`src/rtl/flappy_game_ctrl_if.sv`:
```
// flappy_game_ctrl_if: button, tube-generator and status signals of the game sequencer.
interface flappy_game_ctrl_if;
   logic       btn_flap;
   logic [9:0] tube1_x_pos;
   logic [9:0] tube2_x_pos;
   logic [9:0] tube3_x_pos;
   logic [9:0] tube1_y_pos;
   logic [9:0] tube2_y_pos;
   logic [9:0] tube3_y_pos;
   logic [7:0] score;
   logic       tube_clr;
   logic       tube_run;
   logic [9:0] bird_y_pos;
   logic [1:0] game_state;
   logic       collision;
   logic [7:0] high_score;
   modport master (
      output btn_flap, tube1_x_pos, tube2_x_pos, tube3_x_pos,
             tube1_y_pos, tube2_y_pos, tube3_y_pos, score,
      input  tube_clr, tube_run, bird_y_pos, game_state, collision, high_score
   );
   modport slave (
      input  btn_flap, tube1_x_pos, tube2_x_pos, tube3_x_pos,
             tube1_y_pos, tube2_y_pos, tube3_y_pos, score,
      output tube_clr, tube_run, bird_y_pos, game_state, collision, high_score
   );
endinterface

```
`src/rtl/flappy_game_ctrl.sv`:
```
// flappy_game_ctrl: per-tick bird physics, tube collision, tube-generator sequencing and high score.
module flappy_game_ctrl #(
   parameter int BIRD_X      = 100,
   parameter int BIRD_SIZE   = 16,
   parameter int BIRD_Y_INIT = 240,
   parameter int SCREEN_H    = 480,
   parameter int TUBE_W      = 40,
   parameter int GAP_H       = 120,
   parameter int GRAVITY     = 1,
   parameter int FLAP_V      = 8,
   parameter int VMAX        = 10,
   parameter int DEATH_TICKS = 20
) (
   input logic clk10,
   input logic clr,
   flappy_game_ctrl_if.slave bus
);
   typedef enum logic [1:0] {S_IDLE, S_PLAY, S_DYING, S_OVER} state_t;

   localparam logic signed [10:0] L_FLOOR      = 11'(SCREEN_H - BIRD_SIZE);
   localparam logic signed [7:0]  L_FLAP       = 8'(-FLAP_V);
   localparam logic signed [7:0]  L_VMAX       = 8'(VMAX);
   localparam logic signed [7:0]  L_GRAV       = 8'(GRAVITY);
   localparam logic [9:0]         L_Y_INIT     = 10'(BIRD_Y_INIT);
   localparam logic [4:0]         L_DEATH_LAST = 5'(DEATH_TICKS - 1);

   state_t             r_state, w_state_nxt;
   logic [9:0]         r_y, w_y_nxt, w_y_phys;
   logic signed [7:0]  r_vel, w_vel_nxt, w_vel_inc, w_vel_phys;
   logic [4:0]         r_cnt, w_cnt_nxt;
   logic               r_coll, w_coll_nxt;
   logic [7:0]         r_hs, w_hs_nxt;
   logic               r_btn_prev;
   logic               r_tube_clr, w_tube_clr_nxt;
   logic               r_tube_run, w_tube_run_nxt;
   logic signed [10:0] w_sum;
   logic               w_flap, w_floor, w_hit;

   // All compares widened to 11 bits so x + TUBE_W and y + GAP_H never wrap.
   function automatic logic f_tube_hit(input logic [9:0] x, input logic [9:0] gy, input logic [9:0] by);
      logic [10:0] xe, ge, be;
      xe = {1'b0, x};
      ge = {1'b0, gy};
      be = {1'b0, by};
      return (11'(BIRD_X + BIRD_SIZE) > xe) && (11'(BIRD_X) < xe + 11'(TUBE_W)) &&
             ((be < ge) || (be + 11'(BIRD_SIZE) > ge + 11'(GAP_H)));
   endfunction

   assign w_flap     = bus.btn_flap & ~r_btn_prev;
   assign w_sum      = $signed({1'b0, r_y}) + $signed({{3{r_vel[7]}}, r_vel});
   assign w_floor    = w_sum >= L_FLOOR;
   assign w_vel_inc  = r_vel + L_GRAV;
   assign w_vel_phys = w_sum[10] ? 8'sd0 : (w_vel_inc > L_VMAX ? L_VMAX : w_vel_inc);
   assign w_y_phys   = w_sum[10] ? 10'd0 : (w_floor ? L_FLOOR[9:0] : w_sum[9:0]);
   assign w_hit      = w_floor |
                       f_tube_hit(bus.tube1_x_pos, bus.tube1_y_pos, r_y) |
                       f_tube_hit(bus.tube2_x_pos, bus.tube2_y_pos, r_y) |
                       f_tube_hit(bus.tube3_x_pos, bus.tube3_y_pos, r_y);

   always_ff @(posedge clk10) begin
      if (clr) r_state <= S_IDLE;
      else     r_state <= w_state_nxt;
   end

   always_comb begin
      w_state_nxt = r_state;
      case (r_state)
         S_IDLE:  w_state_nxt = w_flap ? S_PLAY : S_IDLE;
         S_PLAY:  w_state_nxt = w_hit ? S_DYING : S_PLAY;
         S_DYING: w_state_nxt = (r_cnt == L_DEATH_LAST) ? S_OVER : S_DYING;
         default: w_state_nxt = w_flap ? S_IDLE : S_OVER;
      endcase
   end

   // A hit in PLAY masks any flap on the same tick.
   always_comb begin
      w_y_nxt    = r_y;
      w_vel_nxt  = r_vel;
      w_coll_nxt = r_coll;
      case (r_state)
         S_IDLE: begin
            w_y_nxt    = L_Y_INIT;
            w_vel_nxt  = w_flap ? L_FLAP : 8'sd0;
            w_coll_nxt = 1'b0;
         end
         S_PLAY: begin
            w_y_nxt    = w_y_phys;
            w_vel_nxt  = (w_flap && !w_hit) ? L_FLAP : w_vel_phys;
            w_coll_nxt = w_hit;
         end
         S_DYING: begin
            w_y_nxt    = w_y_phys;
            w_vel_nxt  = w_vel_phys;
            w_coll_nxt = 1'b1;
         end
         default: begin
            w_y_nxt    = w_flap ? L_Y_INIT : r_y;
            w_vel_nxt  = w_flap ? 8'sd0 : r_vel;
            w_coll_nxt = w_flap ? 1'b0 : r_coll;
         end
      endcase
      w_cnt_nxt      = (r_state == S_DYING) ? r_cnt + 5'd1 : 5'd0;
      w_hs_nxt       = (r_state == S_DYING && w_state_nxt == S_OVER && bus.score > r_hs) ? bus.score : r_hs;
      w_tube_clr_nxt = (w_state_nxt == S_IDLE);
      w_tube_run_nxt = (w_state_nxt == S_PLAY);
   end

   always_ff @(posedge clk10) begin
      if (clr) begin
         r_y        <= L_Y_INIT;
         r_vel      <= 8'sd0;
         r_cnt      <= 5'd0;
         r_coll     <= 1'b0;
         r_hs       <= 8'd0;
         r_btn_prev <= 1'b0;
         r_tube_clr <= 1'b1;
         r_tube_run <= 1'b0;
      end else begin
         r_y        <= w_y_nxt;
         r_vel      <= w_vel_nxt;
         r_cnt      <= w_cnt_nxt;
         r_coll     <= w_coll_nxt;
         r_hs       <= w_hs_nxt;
         r_btn_prev <= bus.btn_flap;
         r_tube_clr <= w_tube_clr_nxt;
         r_tube_run <= w_tube_run_nxt;
      end
   end

   assign bus.tube_clr   = r_tube_clr;
   assign bus.tube_run   = r_tube_run;
   assign bus.bird_y_pos = r_y;
   assign bus.game_state = r_state;
   assign bus.collision  = r_coll;
   assign bus.high_score = r_hs;
endmodule
```
`src/flat_wrapper.sv`:
```
// flat-port wrapper written by rule: the top's interface ports become plain ports
module flappy_game_ctrl_flat 
#(
   parameter int BIRD_X      = 100,
   parameter int BIRD_SIZE   = 16,
   parameter int BIRD_Y_INIT = 240,
   parameter int SCREEN_H    = 480,
   parameter int TUBE_W      = 40,
   parameter int GAP_H       = 120,
   parameter int GRAVITY     = 1,
   parameter int FLAP_V      = 8,
   parameter int VMAX        = 10,
   parameter int DEATH_TICKS = 20
)
  (clk10, clr, bus_btn_flap, bus_tube1_x_pos, bus_tube2_x_pos, bus_tube3_x_pos, bus_tube1_y_pos, bus_tube2_y_pos, bus_tube3_y_pos, bus_score, bus_tube_clr, bus_tube_run, bus_bird_y_pos, bus_game_state, bus_collision, bus_high_score);
  flappy_game_ctrl_if bus_i ();
  input logic clk10;
  input logic clr;
  input wire logic [$bits(bus_i.btn_flap)-1:0] bus_btn_flap;
  input wire logic [$bits(bus_i.tube1_x_pos)-1:0] bus_tube1_x_pos;
  input wire logic [$bits(bus_i.tube2_x_pos)-1:0] bus_tube2_x_pos;
  input wire logic [$bits(bus_i.tube3_x_pos)-1:0] bus_tube3_x_pos;
  input wire logic [$bits(bus_i.tube1_y_pos)-1:0] bus_tube1_y_pos;
  input wire logic [$bits(bus_i.tube2_y_pos)-1:0] bus_tube2_y_pos;
  input wire logic [$bits(bus_i.tube3_y_pos)-1:0] bus_tube3_y_pos;
  input wire logic [$bits(bus_i.score)-1:0] bus_score;
  output wire logic [$bits(bus_i.tube_clr)-1:0] bus_tube_clr;
  output wire logic [$bits(bus_i.tube_run)-1:0] bus_tube_run;
  output wire logic [$bits(bus_i.bird_y_pos)-1:0] bus_bird_y_pos;
  output wire logic [$bits(bus_i.game_state)-1:0] bus_game_state;
  output wire logic [$bits(bus_i.collision)-1:0] bus_collision;
  output wire logic [$bits(bus_i.high_score)-1:0] bus_high_score;
  assign bus_i.btn_flap = bus_btn_flap;
  assign bus_i.tube1_x_pos = bus_tube1_x_pos;
  assign bus_i.tube2_x_pos = bus_tube2_x_pos;
  assign bus_i.tube3_x_pos = bus_tube3_x_pos;
  assign bus_i.tube1_y_pos = bus_tube1_y_pos;
  assign bus_i.tube2_y_pos = bus_tube2_y_pos;
  assign bus_i.tube3_y_pos = bus_tube3_y_pos;
  assign bus_i.score = bus_score;
  assign bus_tube_clr = bus_i.tube_clr;
  assign bus_tube_run = bus_i.tube_run;
  assign bus_bird_y_pos = bus_i.bird_y_pos;
  assign bus_game_state = bus_i.game_state;
  assign bus_collision = bus_i.collision;
  assign bus_high_score = bus_i.high_score;
  flappy_game_ctrl #(.BIRD_X(BIRD_X), .BIRD_SIZE(BIRD_SIZE), .BIRD_Y_INIT(BIRD_Y_INIT), .SCREEN_H(SCREEN_H), .TUBE_W(TUBE_W), .GAP_H(GAP_H), .GRAVITY(GRAVITY), .FLAP_V(FLAP_V), .VMAX(VMAX), .DEATH_TICKS(DEATH_TICKS)) u_core (.clk10(clk10), .clr(clr), .bus(bus_i));
endmodule
```
`config.mk`:
```
export PLATFORM = sky130hd
export DESIGN_NAME = flappy_game_ctrl_flat
export DESIGN_NICKNAME = d
export VERILOG_FILES = /design/src/rtl/flappy_game_ctrl_if.sv /design/src/rtl/flappy_game_ctrl.sv /design/src/flat_wrapper.sv
export SDC_FILE = /design/constraint.sdc
export NUM_CORES = 1
export LEC_CHECK = 0
export CELL_PAD_IN_SITES_DETAIL_PLACEMENT = 1
export CELL_PAD_IN_SITES_GLOBAL_PLACEMENT = 2
export CORE_MARGIN = 1
export CORE_UTILIZATION = 25
export CTS_CLUSTER_SIZE = 28
export DETAILED_ROUTE_END_ITERATION = 10
export GPL_TIMING_DRIVEN = 0
export HOLD_SLACK_MARGIN = 0.02
export PLACE_DENSITY_LB_ADDON = 0.1
export SLEW_MARGIN = 10
export SYNTH_ARGS = -nofsm -noshare
export SYNTH_HDL_FRONTEND = slang
export SYNTH_SLANG_ARGS = --single-unit
```
`constraint.sdc`:
```
create_clock -name clk10 -period 4.4 [get_ports clk10]
set_input_delay 0.88 -clock clk10 [delete_from_list [all_inputs] [get_ports clk10]]
set_output_delay 0.88 -clock clk10 [all_outputs]
set_load 0.02 [all_outputs]
```
==> Word-level counts from Yosys, hierarchy flattened <==
Index checks and enable logic that the tools add are counted.
W data, S select, Z words.
{ "op_classes": {"div_mod_pow": 0, "reduce_logical": 19, "bitwise_logic": 6, "n_mux": 17, "magnitude_cmp": 15, "n_eq_ne": 5, "add_sub_neg": 10, "n_mul": 0, "shifts": 0} }
{ "op_table": {"columns": ["op", "count"], "rows": [
  ["$mux W8", 5],
  ["$add A10 B6 Y11 const B", 3],
  ["$add A10 B7 Y11 const B", 3],
  ["$gt A11 B11 Y1", 3],
  ["$lt A7 B11 Y1 const A", 3],
  ["$gt A7 B10 Y1 const A", 3],
  ["$lt A10 B10 Y1", 3],
  ["$mux W10", 3],
  ["$pmux W8 S3", 1],
  ["$pmux W10 S2", 1],
  ["$add A10 B5 Y11 const B", 1],
  ["$add A11 B8 Y11", 1],
  ["$ge A11 B10 Y1 const B", 1],
  ["$logic_and A1 B1 Y1", 9],
  ["$add A8 B2 Y8 const B", 1],
  ["$gt A8 B5 Y1 const B", 1],
  ["$gt A8 B8 Y1", 1],
  ["$pmux W2 S3", 1],
  ["$add A5 B1 Y5 const B", 1],
  ["$eq A5 B5 Y1 const B", 1],
  ["$eq A2 B1 Y1 const B", 2],
  ["$eq A2 B2 Y1 const B", 2],
  ["$logic_not A2 Y1", 2],
  ["$mux W2", 2],
  ["10 further kinds", 18]
]} }
{ "totals": {"input_bits": 71, "romBits": 0, "elab_cells": 81, "latch_bits": 0, "mem_count": 0, "output_inout_bits": 23, "ram_bits": 0, "reg_bits": 37} }

==> Logic depth before layout (Yosys ltp) <==
Gate-level depths: netlist of the first run.
{ "depth": {"depth_word": 12, "mapped_depth": 15, "depth_no_buf": 14} }

==> Worst setup path before layout of the first run <==
No wires, ideal clock.
{ "synth_path": {"path_kind": "input port to flip-flop", "startpoint": "input port bus_tube2_y_pos[3]", "endpoint": "register u_core.r_hs[0] (netlist: u_core.bus.high_score[0])", "arrival_ps": 3685, "n_path_buf": 1, "required_ps": 4328, "setup_time_ps": 72, "stages": 14, "setup_slack_ps": 643, "cell_sequence": "nor3_1 nand2_1 nand2_1 xnor2_1 ha_1 nand4_1 or4_1 nand4_1 o32ai_1 a211o_1 a2111oi_4 o31a_1 buf_6 mux2i_1"} }
{ "synth_between": {"elab_chain_cells": 11, "word_cells_on_any_way": 12, "cone_classes": "add/sub (1); order compare (2); eq/ne (1); mux (2); bitwise (2); reduce/logical (4)"} }
{ "synth_rtl": {"columns": ["element", "line", "text"], "rows": [
  ["start: declaration", "flat_wrapper.sv:24", "input wire logic [$bits(bus_i.tube2_y_pos)-1:0] bus_tube2_y_pos;"],
  ["$add A10 B7 Y11", "flappy_game_ctrl.sv:46", "((be < ge) || (be + 11'(BIRD_SIZE) > ge + 11'(GAP_H)));"],
  ["$gt A11 B11 Y1", "flappy_game_ctrl.sv:46", null],
  ["$logic_or A1 B1 Y1 *", "flappy_game_ctrl.sv:46", null],
  ["$logic_and A1 B1 Y1 *", "flappy_game_ctrl.sv:45", "return (11'(BIRD_X + BIRD_SIZE) > xe) && (11'(BIRD_X) < xe + 11'(TUBE_W)) &&"],
  ["$or A1 B1 Y1 *", "flappy_game_ctrl.sv:56", "f_tube_hit(bus.tube1_x_pos, bus.tube1_y_pos, r_y) |"],
  ["$or A1 B1 Y1 *", "flappy_game_ctrl.sv:57", "f_tube_hit(bus.tube2_x_pos, bus.tube2_y_pos, r_y) |"],
  ["$mux W2 *", "flappy_game_ctrl.sv:69", "S_PLAY: w_state_nxt = w_hit ? S_DYING : S_PLAY;"],
  ["$pmux W2 S3 *", "flappy_game_ctrl.sv:67", "case (r_state)"],
  ["$eq A2 B2 Y1 *", "flappy_game_ctrl.sv:103", "w_hs_nxt = (r_state == S_DYING && w_state_nxt == S_OVER && bus.score > r_hs) ? bus.score : r_hs;"],
  ["$logic_and A1 B1 Y1 * (2 in a row)", "flappy_game_ctrl.sv:103", null],
  ["end signal: assignment", "flappy_game_ctrl.sv:123", "r_hs <= w_hs_nxt;"],
  ["end: declaration", "flappy_game_ctrl.sv:32", "logic [7:0] r_hs, w_hs_nxt;"]
]} }
Every way passes the cells marked *; elsewhere a longest branch is shown, timed or not.
A chain may end at the register's enable or synchronous reset.

==> Worst setup path after layout of the first run <==
{ "layout_path": {"startpoint": "input port bus_tube2_y_pos[4]", "endpoint": "register u_core.r_hs[1] (netlist: u_core.bus.high_score[1])"} }
Same word-level chain as after synthesis.

==> impl_metrics.json, run 1 <==
{
  "outcome": "finished, final reports clean",
  "synth_seq_area_share": 0.168,
  "hold_viol": 0,
  "max_freq_mhz": 235,
  "cp-startpoint": "bus_tube2_y_pos[4]",
  "hold_ws_ns": 0.456,
  "ant_nets": 0,
  "synthTopCellsByArea": "ha_1 (23%), dfxtp_1 (17%), xnor2_1 (4.6%), nand2b_1 (4.5%), inv_1 (4.3%)",
  "drtPass1Iterations": 4,
  "viasPerCell": 5.09,
  "dp_hpwl_um": 12400,
  "fp.dieArea_mm2": 0.0182,
  "cpLargestDelayFamily": "compound AO/OA/AOI/OAI gates",
  "slew_viol_final": 0,
  "cp_data_arrival_time_ns": 4.45,
  "netlist_area_mm2": 0.00442,
  "clockBufferDepth": 2,
  "path_clk_slew_ns": 0.06,
  "drv_cap": 0,
  "synth_fp_nets": 705,
  "grt_max_degree": 13,
  "place_ws_ns": -0.543,
  "io_pins": 94,
  "place_area_mm2": 0.00562,
  "grt_pass1_vias": 4761,
  "synth_edf_count": 0,
  "synth_cell_types": 68,
  "hold_class": "register to register",
  "place.gp.congestion": 0.782,
  "cts_made_buffers": 5,
  "leakage_nw": 2.40,
  "critical_path_class": "input port to register",
  "worstPathMaxFanout": 8,
  "hp-start": "u_core.r_cnt[0]$_SDFF_PP0_",
  "clock_latency_ns": 0.29,
  "grt_pass1_wl_um": 24000,
  "fillerInstances": 2098,
  "async_flop_share": 0,
  "synth_warnings": 0,
  "critPathRequiredTime_ns": 4.61,
  "crit_top_cell": "nand4_1",
  "cts_tree": "built",
  "syn2layout_area_growth_pct": 32.0,
  "core_area_mm2": 0.0173,
  "final_nets": 805,
  "vias": 4458,
  "rsz0062_at_grt": "false",
  "die_width_um": 135,
  "wl_per_cell_um": 17.2,
  "avgSynthCellArea_um2": 8.04,
  "finalCritPeriodShare": 0.965,
  "ys_seq_elements": 37,
  "period_needed_ns": 4.25,
  "path_cells": "clkdlybuf4s50_1, inv_1, ha_2, nand3_2, xnor2_1, ha_1, nand4_1, or4_1, nand4_1, o32ai_1, a211o_2, a2111oi_4, o31a_1, buf_6, mux2i_1",
  "rows": 48,
  "ys.flop_type": "dfxtp_1",
  "start_util": 0.256,
  "r2r_start": "u_core.bus.bird_y_pos[4]$_SDFFE_PP1P_",
  "cp-end-kind": "register",
  "syn_inst": 550,
  "yosysTopAreaCell": "ha_1",
  "cts_max_level": 2,
  "drive_gt1_frac": 0.0507,
  "io_buffers": 92,
  "drt-initial-drc-count": 99,
  "die-height_um": 135,
  "hold_buffers": 0,
  "path_buf_inv": 3,
  "finalSetupViolCount": 0,
  "fin_area_mm2": 0.00584,
  "worst_path_max_delay_cell": "or4_1",
  "finClkSkew_ns": 0.00492,
  "drc": 0,
  "cts-root-buf": "clkbuf_16",
  "setup.worst_path.start_class": "input port",
  "powerDensity_mw_per_mm2": 417,
  "antenna_found_initial": 0,
  "synth_top_area_frac": 0.235,
  "max_slew_margin": 0.471,
  "grt_usage": 0.168,
  "cts.sinks": 37,
  "drt_wl_total_um": 15100,
  "grt-ovfl-total": 0,
  "worst_slack_ns": 0.153,
  "tightest_slew_ns": 0.782,
  "worst_ir_drop_vdd_mv": 0.185,
  "slowest_delay_ns": 0.55,
  "num_antenna_cells": 0
}
==> cell usage after synthesis (2+ instances only) <==
master,number
ha_1,83
inv_1,51
dfxtp_1,37
nand2_1,34
nand2b_1,32
a21oi_1,30
nor2_1,30
o21ai_0,25
xnor2_1,23
nand3_1,21
nand4_1,16
nor3_1,13
a21o_1,12
mux2i_1,12
nor2b_1,10
a211oi_1,8
o211ai_1,7
o21a_1,6
xor2_1,6
a2111oi_0,5
a22oi_1,5
clkbuf_1,5
o2111ai_1,5
o22ai_1,5
o31ai_1,5
a31oi_1,4
and2_1,4
a211o_1,3
and3_1,3
nand3b_1,3
o21bai_1,3
o31a_1,3
a221oi_1,2
buf_2,2
buf_4,2
buf_6,2
or3_1,2
==> cell families after synthesis <==
kind of cell               after synthesis  synth area share
adders and majority gates               84             0.239
muxes                                   12            0.0272
and+or+nand+nor                        181             0.217
AOI/OAI and AO/OA                      143             0.231
buffers and inverters                   64            0.0603
DFF                                     37             0.168
xor gates and xnor gates                29            0.0574
==> metrics by stage <==
step / setup TNS [ns] / power (mW) / utilization / instances
4_1_cts: -0.00966 / 2.46 / 0.335 / 875
6_report: 0 / 2.43 / 0.337 / 876
3_5_place_dp: -6.15 / 2.04 / 0.325 / 867
5_1_grt: 0 / 2.65 / 0.337 / 876
2_1_floorplan: 0 / 1.52 / - / 550
3_3_place_gp: -6.59 / 2.01 / 0.325 / 867
==> timing repair <==
action / 4_1_cts / 5_1_grt
pin swaps: 1 / 3
cloned: 0 / 0
setup buffers: 0 / 1
endpoints found under the setup margin: 12 / 15
gates resized for setup: 4 / 6
==> where the power goes <==
group / switching [mW] / leakage, nW / internal (mW)
logic: 0.861 / 2.02 / 0.678
registers: 0.123 / 0.301 / 0.389
clock network: 0.156 / 0.0768 / 0.226
total: 1.14 / 2.40 / 1.29
==> final cells by class <==
cell class / count / area, µm² / area share
clock buffer: 6 / 139 / 0.0238
inverter: 51 / 191 / 0.0328
sequential: 37 / 741 / 0.127
buffer: 13 / 75.1 / 0.0129
clock inverter: 2 / 13.8 / 0.00236
multi-input combinational: 449 / 3460 / 0.594
timing repair buffer: 93 / 931 / 0.159
tap: 225 / 282 / 0.0482
==> sequential cells by signal, summed over array words and instances (netlist names) <==
signal,cells
u_core.bus.collision,1
u_core.bus.high_score,8
u_core.r_vel,8
u_core.bus.tube_run,1
u_core.r_cnt,5
u_core.r_btn_prev,1
u_core.bus.game_state,2
u_core.bus.tube_clr,1
u_core.bus.bird_y_pos,10
==> layout by cell type (no fill, tap or decap), types with 7 or more instances in the layout <==
| cell | Yosys | layout |
|---|---|---|
| a211oi_1 | 8 | 8 |
| a21o_1 | 12 | 12 |
| a21oi_1 | 30 | 30 |
| clkdlybuf4s50_1 | 0 | 91 |
| dfxtp_1 | 37 | 37 |
| ha_1 | 83 | 82 |
| inv_1 | 51 | 51 |
| mux2i_1 | 12 | 12 |
| nand2_1 | 34 | 34 |
| nand2b_1 | 32 | 32 |
| nand3_1 | 21 | 20 |
| nand4_1 | 16 | 16 |
| nor2_1 | 30 | 30 |
| nor2b_1 | 10 | 10 |
| nor3_1 | 13 | 12 |
| o211ai_1 | 7 | 7 |
| o21ai_0 | 25 | 25 |
| xnor2_1 | 23 | 23 |
==> final timing paths <==
check / end / slack [ns] / depth (start not counted)
setup / recovery: u_core.bus.high_score[1]$_SDFFE_PP0P_ / 0.15 / 15
hold / removal: u_core.r_cnt[0]$_SDFF_PP0_ / 0.46 / 1
setup reg to reg: u_core.bus.high_score[1]$_SDFFE_PP0P_ / 0.26 / 13
hold reg to reg: u_core.r_cnt[0]$_SDFF_PP0_ / 0.46 / 1
==> per-layer routing <==
layer | global-route usage | routed length [µm]
met2 | 0.317 | 7640
met4 | 0.0518 | 300
met5 | 0 | 0
met1 | 0.196 | 6710
met3 | 0.0188 | 427
Note: power is estimated with default switching activity, not from simulation.
==> run 2: changes to the inputs <==
--- a/config.mk
+++ b/config.mk
@@ -8,7 +8,7 @@
 export CELL_PAD_IN_SITES_DETAIL_PLACEMENT = 1
 export CELL_PAD_IN_SITES_GLOBAL_PLACEMENT = 2
 export CORE_MARGIN = 1
-export CORE_UTILIZATION = 25
+export CORE_UTILIZATION = 33
 export CTS_CLUSTER_SIZE = 28
 export DETAILED_ROUTE_END_ITERATION = 10
 export GPL_TIMING_DRIVEN = 0
==> constraint.sdc (replaced) <==
create_clock -name clk10 -period 4.95 [get_ports clk10]
set_input_delay 0.99 -clock clk10 [delete_from_list [all_inputs] [get_ports clk10]]
set_output_delay 0.99 -clock clk10 [all_outputs]
set_load 0.02 [all_outputs]
==> impl_metrics.json, run 2 (same netlist as run 1, synthesis figures left out) <==
{
  "die_width_um": 118,
  "final_cell_mix": "clkdlybuf4s50_1 (92), ha_1 (83), inv_1 (51)",
  "slowest_delay_ns": 0.66,
  "tightest_slew_ns": 1.08,
  "place.gp.congestion": 0.846,
  "utilization": 0.446,
  "outcome": "finished, final reports clean",
  "final_common_cell": "clkdlybuf4s50_1",
  "fin_area_mm2": 0.00572,
  "finalSetupViolCount": 0,
  "drt_wl_total_um": 13800,
  "postCtsSetupRepairBufs": 0,
  "max_slew_margin": 0.280,
  "fp.dieArea_mm2": 0.0139,
  "wl_per_cell_um": 16.8,
  "drv_cap": 0,
  "io_buffers": 92,
  "drc": 0,
  "grt_max_degree": 13,
  "finClkSkew_ns": 0.00450,
  "clock_latency_ns": 0.29,
  "hold_viol": 0,
  "ant_nets": 0,
  "critPathRequiredTime_ns": 5.13,
  "rows": 41,
  "start_util": 0.345,
  "cts_tree": "built",
  "syn2layout_area_growth_pct": 29.4,
  "path_clk_slew_ns": 0.06,
  "slew_viol_final": 0,
  "cp_data_arrival_time_ns": 4.83,
  "max_freq_mhz": 215,
  "period_needed_ns": 4.65,
  "hold_class": "register to register",
  "vias": 4407,
  "finalCritPeriodShare": 0.939,
  "cts_max_level": 2,
  "leakage_nw": 2.38,
  "grt_usage": 0.206,
  "rsz0062_at_grt": "false",
  "drt-initial-drc-count": 150,
  "critical_path_class": "input port to register",
  "place_area_mm2": 0.00556,
  "worstPathMaxFanout": 4,
  "grt-ovfl-total": 0,
  "viasPerCell": 5.36,
  "cts.sinks": 37,
  "drtPass1Iterations": 4,
  "worst_path_max_delay_cell": "a2111oi_2",
  "core_area_mm2": 0.0128,
  "clockBufferDepth": 2,
  "grt_pass1_vias": 4722,
  "cts-root-buf": "clkbuf_16",
  "path_cells": "clkdlybuf4s50_1, nor3_1, nand2_1, nand2_1, xnor2_1, ha_1, nand4_1, or4_1, nand4_1, o32ai_1, a211o_1, a2111oi_2, nor3_1, o31a_1",
  "setup.worst_path.start_class": "input port",
  "die-height_um": 118,
  "dp_hpwl_um": 11300,
  "largest_register_ffs": 10,
  "cts_made_buffers": 5,
  "drive_gt1_frac": 0.0400,
  "cp-end-kind": "register",
  "io_pins": 94,
  "num_antenna_cells": 0,
  "antenna_found_initial": 0,
  "final_nets": 804,
  "grt_pass1_wl_um": 23300,
  "powerDensity_mw_per_mm2": 369,
  "worst_ir_drop_vdd_mv": 0.281,
  "fillerInstances": 1607
}
run 2: per-layer routing:
metal | track usage | vias to the layer above | wire [µm]
met5 | 0 | - | 0
met4 | 0.0425 | 0 | 146
met3 | 0.0242 | 9 | 316
met2 | 0.385 | 55 | 7050
met1 | 0.250 | 2126 | 6270
li1 | - | 2217 | -
run 2: area by class of cell:
type / instances / area (µm²) / share of cell area
Clock inverter: 1 / 8.76 / 0.00153
Timing Repair Buffer: 92 / 921 / 0.161
Buffer: 13 / 75.1 / 0.0131
Inverter: 51 / 191 / 0.0335
Tap cell: 172 / 215 / 0.0376
Clock buffer: 7 / 153 / 0.0267
Multi-Input combinational cell: 449 / 3420 / 0.597
Sequential cell: 37 / 741 / 0.129
run 2: metrics by stage:
step,setup TNS (ns),instances,power (mW),setup WS [ns],hold WS [ns]
global route,0,822,2.30,0.00937,0.477
global placement,-0.00468,814,1.73,-0.00468,0.431
CTS,0,822,2.14,0.243,0.462
detailed placement,-0.0913,814,1.77,-0.0501,0.451
floorplan,0,550,1.36,1.08,0.418
finish,0,822,2.11,0.300,0.460
run 2: timing repair:
item                       4_1_cts  5_1_grt
setup endpoints to repair        0        2
resized for setup                0        1
hold buffers                     0        0
run 2: where the power goes:
part	internal (mW)	switching [mW]	leakage, nW
registers	0.346	0.0999	0.301
clock network	0.216	0.136	0.0805
logic	0.590	0.724	2.00
run 2: worst paths after layout:
kind | from | end | slack (ns) | cells past startpoint
min | u_core.r_cnt[0]$_SDFF_PP0_ | u_core.r_cnt[0]$_SDFF_PP0_ | 0.46 | 1
min reg2reg | u_core.r_cnt[0]$_SDFF_PP0_ | u_core.r_cnt[0]$_SDFF_PP0_ | 0.46 | 1
max reg2reg | u_core.bus.bird_y_pos[4]$_SDFFE_PP1P_ | u_core.r_vel[2]$_SDFFE_PP0P_ | 0.68 | 12
max | bus_tube2_y_pos[3] | u_core.r_vel[2]$_SDFFE_PP0P_ | 0.30 | 14
run 2: critical path: cells and delay by family:
family / cells / cell delay [ns]
AOI/OAI and AO/OA: 4 / 1.43
xor gates and xnor gates: 1 / 0.09
adders and majority gates: 1 / 0.31
buffers and inverters: 1 / 0.45
and+or+nand+nor: 7 / 1.54
